File: src/rtl/instr_sequencer.sv
// rtl/instr_sequencer.sv - multi-cycle instruction sequencer (FETCH/EXEC/MEM/WB/HALT), optional ILLEGAL_TRAP_EN
module instr_sequencer (
    input  logic        clk,
    input  logic        reset,
    input  logic [31:0] instruction,
    output logic [2:0]  state,
    output logic        reg_we,
    output logic [1:0]  wb_sel,
    output logic [4:0]  rd,
    output logic [4:0]  rs,
    output logic [4:0]  rt,
    output logic [31:0] imm,
    output logic [3:0]  alu_op,
    output logic        alu_src,
    output logic        mem_en,
    output logic        rw,
    output logic        sys_dne,
    output logic        ill
);

    typedef enum logic [2:0] {
        FETCH = 3'd0,
        EXEC  = 3'd1,
        MEM   = 3'd2,
        WB    = 3'd3,
        HALT  = 3'd4
    } state_t;

    typedef enum logic [2:0] {
        K_RTYPE,
        K_LI,
        K_LW,
        K_SW,
        K_HALT,
        K_ILL
    } kind_t;

    // Opcode/funct classification shared by the fetch path and the latched IR.
    function automatic kind_t classify(input logic [5:0] opcode, input logic [5:0] funct);
        kind_t k;
        k = K_ILL;
        case (opcode)
            6'h00: begin
                case (funct)
                    6'h20, 6'h22, 6'h24, 6'h25, 6'h2A: k = K_RTYPE;
                    default:                           k = K_ILL;
                endcase
            end
            6'h0A:   k = K_LI;
            6'h23:   k = K_LW;
            6'h2B:   k = K_SW;
            6'h3F:   k = K_HALT;
            default: k = K_ILL;
        endcase
        return k;
    endfunction

    state_t      state_q;
    state_t      state_d;
    logic [31:0] ir_q;
    kind_t       ir_kind;
    kind_t       fetch_kind;

    // The next path is chosen from the live instruction while fetching; afterwards only IR matters.
    assign fetch_kind = classify(instruction[31:26], instruction[5:0]);
    assign ir_kind    = classify(ir_q[31:26], ir_q[5:0]);
    assign state      = state_q;

    // State register and instruction register; IR only loads in FETCH.
    always_ff @(posedge clk) begin
        if (reset) begin
            state_q <= FETCH;
            ir_q    <= '0;
        end else begin
            state_q <= state_d;
            if (state_q == FETCH) begin
                ir_q <= instruction;
            end
        end
    end

`ifdef ILLEGAL_TRAP_EN
    logic trap_q;

    // Sticky trap flag, set when an illegal instruction is fetched; cleared only by reset.
    always_ff @(posedge clk) begin
        if (reset) begin
            trap_q <= 1'b0;
        end else if (state_q == FETCH && fetch_kind == K_ILL) begin
            trap_q <= 1'b1;
        end
    end

    assign ill = trap_q;
`else
    assign ill = 1'b0;
`endif

    // Next-state selection per instruction class.
    always_comb begin
        state_d = state_q;
        case (state_q)
            FETCH: begin
                case (fetch_kind)
                    K_RTYPE, K_LW, K_SW: state_d = EXEC;
                    K_LI:                state_d = WB;
                    K_HALT:              state_d = HALT;
`ifdef ILLEGAL_TRAP_EN
                    default:             state_d = HALT;
`else
                    default:             state_d = EXEC;
`endif
                endcase
            end
            EXEC: begin
                case (ir_kind)
                    K_LW, K_SW: state_d = MEM;
                    K_RTYPE:    state_d = WB;
                    default:    state_d = FETCH;
                endcase
            end
            MEM:     state_d = (ir_kind == K_LW) ? WB : FETCH;
            WB:      state_d = FETCH;
            HALT:    state_d = HALT;
            default: state_d = FETCH;
        endcase
    end

    // Decode outputs from IR; controls are only driven in the state that consumes them.
    always_comb begin
        rd      = 5'd0;
        rs      = 5'd0;
        rt      = 5'd0;
        imm     = {{16{ir_q[15]}}, ir_q[15:0]};
        alu_op  = 4'd0;
        alu_src = 1'b0;
        wb_sel  = 2'd0;
        reg_we  = 1'b0;
        mem_en  = 1'b0;
        rw      = 1'b0;
        sys_dne = 1'b0;

        case (ir_kind)
            K_RTYPE: begin
                rs = ir_q[25:21];
                rt = ir_q[20:16];
                rd = ir_q[15:11];
            end
            K_LI: rd = ir_q[25:21];
            K_LW: begin
                rs = ir_q[25:21];
                rd = ir_q[20:16];
            end
            K_SW: begin
                rs = ir_q[25:21];
                rt = ir_q[20:16];
            end
            default: ;
        endcase

        case (state_q)
            EXEC: begin
                if (ir_kind == K_RTYPE) begin
                    case (ir_q[5:0])
                        6'h22:   alu_op = 4'd1;
                        6'h24:   alu_op = 4'd2;
                        6'h25:   alu_op = 4'd3;
                        6'h2A:   alu_op = 4'd4;
                        default: alu_op = 4'd0;
                    endcase
                end
                alu_src = (ir_kind == K_LW) || (ir_kind == K_SW);
            end
            MEM: begin
                mem_en = 1'b1;
                rw     = (ir_kind == K_SW);
            end
            WB: begin
                case (ir_kind)
                    K_LI:    wb_sel = 2'd1;
                    K_LW:    wb_sel = 2'd2;
                    default: wb_sel = 2'd0;
                endcase
                // Register 0 is read-only, so a write to it never strobes.
                reg_we = (ir_kind == K_RTYPE || ir_kind == K_LI || ir_kind == K_LW) && (rd != 5'd0);
            end
            HALT:    sys_dne = 1'b1;
            default: ;
        endcase
    end

endmodule

File: config.mk
export PLATFORM = sky130hd
export DESIGN_NAME = instr_sequencer
export DESIGN_NICKNAME = d
export VERILOG_FILES = /design/src/rtl/instr_sequencer.sv
export SDC_FILE = /design/constraint.sdc
export NUM_CORES = 1
export LEC_CHECK = 0
export BUFFER_PORTS_ARGS = -buffer_cell sky130_fd_sc_hd__buf_4
export CAP_MARGIN = 15
export CORE_MARGIN = 4
export CORE_UTILIZATION = 50
export CTS_BUF_LIST = sky130_fd_sc_hd__clkbuf_2
export CTS_CLUSTER_SIZE = 10
export DETAILED_ROUTE_END_ITERATION = 8
export PLACE_DENSITY = 0.86
export SYNTH_ARGS = -nofsm -noshare
export SYNTH_HDL_FRONTEND = slang
export SYNTH_SLANG_ARGS = --single-unit
File: constraint.sdc
create_clock -name clk -period 4.4 [get_ports clk]
set_input_delay 0.88 -clock clk [delete_from_list [all_inputs] [get_ports clk]]
set_output_delay 0.88 -clock clk [all_outputs]
set_load 0.01 [all_outputs]
======== Word-level counts from Yosys, hierarchy flattened ========
Index checks and enable logic that the tools add are counted.
word-level totals
  logic and storage cells ................. 64
  flip-flop bits (word level) ............. 35
  input bits .............................. 34
  output and inout bits ................... 62
operators by class
  equality and inequality tests ........... 27
  mux-type cells .......................... 21
  reduce and logical (&&, ||, !) cells .... 14
operators with widths
  cell                                            number
  == test 6 bit (second input constant)           16
  one-hot mux 3 bit (5 select lines)              2
  one-hot mux 3 bit (4 select lines)              2
  one-hot mux 5 bit (3 select lines)              1
  == test 3 x 2 -> 1 bit (second input constant)  4
  == test 6 x 4 -> 1 bit (second input constant)  2
  logical NOT 6 bit                               2
  two-way mux 3 bit                               4
  two-way mux 5 bit                               2
  OR reduction 5 bit                              2
  == test 3 x 1 -> 1 bit (second input constant)  3
  one-hot mux 2 bit (2 select lines)              2
  == test 3 bit (second input constant)           2
  logical NOT 3 bit                               2
  one-hot mux 3 bit (2 select lines)              1
  two-way mux 1 bit                               5
  nonzero test 5 bit                              1
  two-way mux 2 bit                               2
  OR reduction 2 bit                              2
  logical OR 1 bit                                3
  OR reduction 3 bit                              1
  logical AND 1 bit                               1

======== Longest topological paths before layout ========
  depth after elaboration ................. 9
  gate-level depth with buffers ........... 7
  depth with buffers taken out ............ 6

======== Worst setup path after synthesis ========
Ideal clock, no wire load.
  path type ............................... reg-to-output
  from .................................... register ir_q[26]
  to ...................................... output reg_we
  data required time ...................... 3520 ps
  arrival time ............................ 2018 ps
  slack ................................... 1502 ps
  cell stages (with the launch flop) ...... 8
  path buffers ............................ 1
  path through ............................ dfxtp_1 or4_4 or3_1 buf_6 nand2_2 mux2i_1 o21ai_1 o31a_1
on the way
  word-level cells in the longest chain between the ends .. 7
  elaborated cells on any way between the ends .. 15
  those cells by class .................... eq/ne (6); mux (3); reduce/logical (6)
RTL lines
  element                                               line  RTL
  from (decl)                                           60    logic [31:0] ir_q;
  from (signal assigned)                                77    ir_q <= instruction;
  == test 6 bit, or another cell as far along           42    case (opcode)
  one-hot mux 3 bit (5 select lines) *                  42
  == test 3 x 2 -> 1 bit, or another cell as far along  143   case (ir_kind)
  one-hot mux 5 bit (3 select lines) *                  143
  via rd[0]                                             9     output logic [4:0] rd,
  nonzero test 5 bit *                                  185   reg_we = (ir_kind == K_RTYPE || ir_kind == K_LI || ir_kind == K_LW) && (rd != 5'd0);
  logical AND 1 bit *                                   185
  two-way mux 1 bit *                                   161   case (state_q)
  to (decl)                                             7     output logic reg_we,
Mark *: on every way through the listed nets, which the timed path passes. The rest lies on a longest branch.

======== Final worst setup path ========
  from .................................... register ir_q[28]
  to ...................................... output reg_we
on the way
  word-level cells in the longest chain between the ends .. 7
  elaborated cells on any way between the ends .. 15
  those cells by class .................... eq/ne (6); mux (3); reduce/logical (6)
RTL lines
  element                                                                 line
  == test 6 bit, or another cell as far along                             42
  one-hot mux 3 bit (5 select lines) *                                    42
  == test 3 x 2 -> 1 bit, or another cell as far along                    143, 185
  one-hot mux 5 bit (3 select lines) or logical OR 1 bit (tied branches)  143, 185
  nonzero test 5 bit or logical OR 1 bit (tied branches)                  185
  logical AND 1 bit *                                                     185
  two-way mux 1 bit *                                                     161
Every way passes the cells marked *; elsewhere a longest branch is shown, timed or not.

==> flow_summary.json <==
{
  "syn_inst": 271,
  "grt_max_degree": 36,
  "crit_chain": "or4_4 > or3_1 > nand2_2 > mux2i_1 > o21ai_1 > o31a_1 > buf_4",
  "p_leak_nw": 1.18,
  "relSlewSlack": 0.290,
  "clockBufferDepth": 2,
  "cp_max_fo": 7,
  "hold_slack_ns": 0.468,
  "ctsHoldBuffers": 0,
  "cts.clk_slew.worst_paths_ns": 0.18,
  "die_h_um": 71.1,
  "viasPerCell": 5.17,
  "syn-cell-area_um2": 1990,
  "avgSynthCellArea_um2": 7.34,
  "path_buf_inv": 1,
  "antenna_cells": 0,
  "synthArstFlopShare": 0,
  "hold_viol_final": 0,
  "nNetsFinal": 358,
  "ir_drop_uv": 177,
  "ys_warn_count": 0,
  "drive_gt1_frac": 0.342,
  "grt_overflow": 0,
  "wl_per_cell_um": 13.5,
  "arrival_ns": 2.59,
  "grt_pass1_wl_mm": 8.00,
  "port-buffer-count": 93,
  "cts_tree": "yes",
  "first_iter_violations": 135,
  "grt_usage": 0.195,
  "synth-edff-count": 0,
  "antenna_found_initial": 0,
  "ys_seq_area_frac": 0.352,
  "slowest_stage": "or4_4",
  "firstDrtPassIters": 4,
  "ys.flop_type": "dfxtp_1",
  "clock_latency_ns": 0.37,
  "maxCapViolations": 0,
  "design_area_um2": 2490,
  "fp.dieW_um": 71.1,
  "skew_ns": 0.0121,
  "cellPowerDensity_nw_per_um2": 272,
  "cpPeakStageDelay_ns": 0.53,
  "path_class": "register to primary output",
  "finalMaxSlewViolations": 0,
  "rows": 22,
  "coreArea_um2": 3740,
  "fillers": 328,
  "dp_slack_ns": 1.35,
  "vias": 1930,
  "worstMarginPinSlew_ns": 1.07,
  "status": "finished clean",
  "setup_tns_ns": 0,
  "hpwl_mm": 3.80,
  "cts_setup_buffers": 0,
  "setup_viol": 0,
  "cp_top_family": "simple AND/OR/NAND/NOR gates",
  "cp.required_ns": 3.52,
  "period_share": 0.790,
  "fin_crit_ns": 3.47,
  "ant_nets": 0,
  "cts_root_buffer": "clkbuf_2",
  "pin_count": 96,
  "gp_congestion": 0.810,
  "cts_sinks": 35,
  "fmax_ghz": 0.288,
  "initial_core_util": 0.531,
  "drt_wl_total_mm": 5.02,
  "crit_path_end_kind": "primary output",
  "startpoint_type": "register",
  "ctsResizeCount": 0,
  "synthToLayoutAreaGrowth_pct": 25.4,
  "rsz0062_at_grt": "no",
  "fin_ws_ns": 0.926,
  "power_mw": 0.680,
  "remaining_drc_errors": 0,
  "die-area_um2": 5050,
  "hp-class": "register to register",
  "grt_pass1_vias": 1762,
  "ys_ff_latch": 35,
  "cts_buffers": 5,
  "synthDistinctLibCells": 40,
  "placed_area_um2": 2440,
  "htree_levels": 2,
  "ff2ff_setup_slack_ns": 2.34
}
-- layout make-up --
cell class,count,area [µm²],area share
sequential,35,701,0.281
timing repair buffer,95,717,0.287
multi-input combinational,185,967,0.388
clock inverter,2,12.5,0.00502
inverter,2,7.51,0.00301
clock buffer,6,30.0,0.0120
tap,48,60.1,0.0241
-- metal layers --
| layer | wire length, µm | share of wire | track usage | up-vias |
|---|---|---|---|---|
| li1 | - | - | - | 971 |
| met1 | 2070 | 0.41 | 0.230 | 865 |
| met2 | 2360 | 0.47 | 0.326 | 81 |
| met4 | 124 | 0.025 | 0.0877 | 0 |
| met5 | 0 | 0 | 0 | - |
| met3 | 455 | 0.091 | 0.0554 | 13 |
-- stage by stage --
| step | cells | utilization |
|---|---|---|
| after floorplan | 272 | - |
| after global placement | 364 | 0.652 |
| final | 373 | 0.666 |
| after global routing | 373 | 0.666 |
| after detailed placement | 364 | 0.652 |
| after CTS | 372 | 0.663 |
-- registers in the layout, indices dropped and copies added, names as in the netlist --
name,count
ir_q,32
state,3
-- kinds of logic after synthesis --
family / share of synthesized area
compound gates: 0.159
fa+ha+maj: 0.00503
buf+inv: 0.166
flops: 0.352
mux: 0.0151
other cells: 0.00188
simple gates: 0.301
-- cell usage in the layout (no fill, tap or decap), drive strengths merged, types with 5 or more instances in the layout --
cell / synthesis / layout
o21ai: 8 / 8
nor3: 6 / 6
nand2: 77 / 77
dfxtp: 35 / 35
buf: 35 / 95
clkbuf: 15 / 6
nor3b: 6 / 6
a21oi: 35 / 35
and2: 10 / 10
nor2: 5 / 5
-- where the power goes --
part / leakage [nW] / internal [mW] / total, mW / switching [mW]
logic: 0.859 / 0.0813 / 0.164 / 0.0830
registers: 0.290 / 0.341 / 0.368 / 0.0271
clock network: 0.0290 / 0.0406 / 0.147 / 0.107
total: 1.18 / 0.463 / 0.680 / 0.217
-- cells in the mapped netlist, drive strengths merged, types with 2 or more instances --
master | instances | share of area
a21o | 4 | 0.015
a21oi | 35 | 0.088
and2 | 10 | 0.031
and3 | 2 | 0.0063
buf | 35 | 0.13
clkbuf | 15 | 0.028
dfxtp | 35 | 0.35
inv | 2 | 0.0038
mux2i | 3 | 0.015
nand2 | 77 | 0.15
nand3 | 4 | 0.010
nand3b | 2 | 0.0075
nand4 | 2 | 0.0063
nor2 | 5 | 0.011
nor2b | 2 | 0.0063
nor3 | 6 | 0.015
nor3b | 6 | 0.025
o21ai | 8 | 0.022
or3 | 3 | 0.0094
or4 | 2 | 0.0094
-- worst min-delay path: stages (launching register included) --
cell and delay [ns]:
dfxtp_1 0.35, nand2_1 0.05, a21oi_1 0.05
-- worst paths after layout --
kind / startpoint / endpoint / cells past startpoint
worst max-delay path: ir_q[28]$_SDFFE_PP0P_ / reg_we / 7
worst min-delay path: ir_q[7]$_SDFFE_PP0P_ / ir_q[7]$_SDFFE_PP0P_ / 2
worst max register to register: ir_q[28]$_SDFFE_PP0P_ / state[1]$_SDFF_PP0_ / 6
worst min register to register: ir_q[7]$_SDFFE_PP0P_ / ir_q[7]$_SDFFE_PP0P_ / 2
No activity file was read; power rests on OpenSTA's default activity.
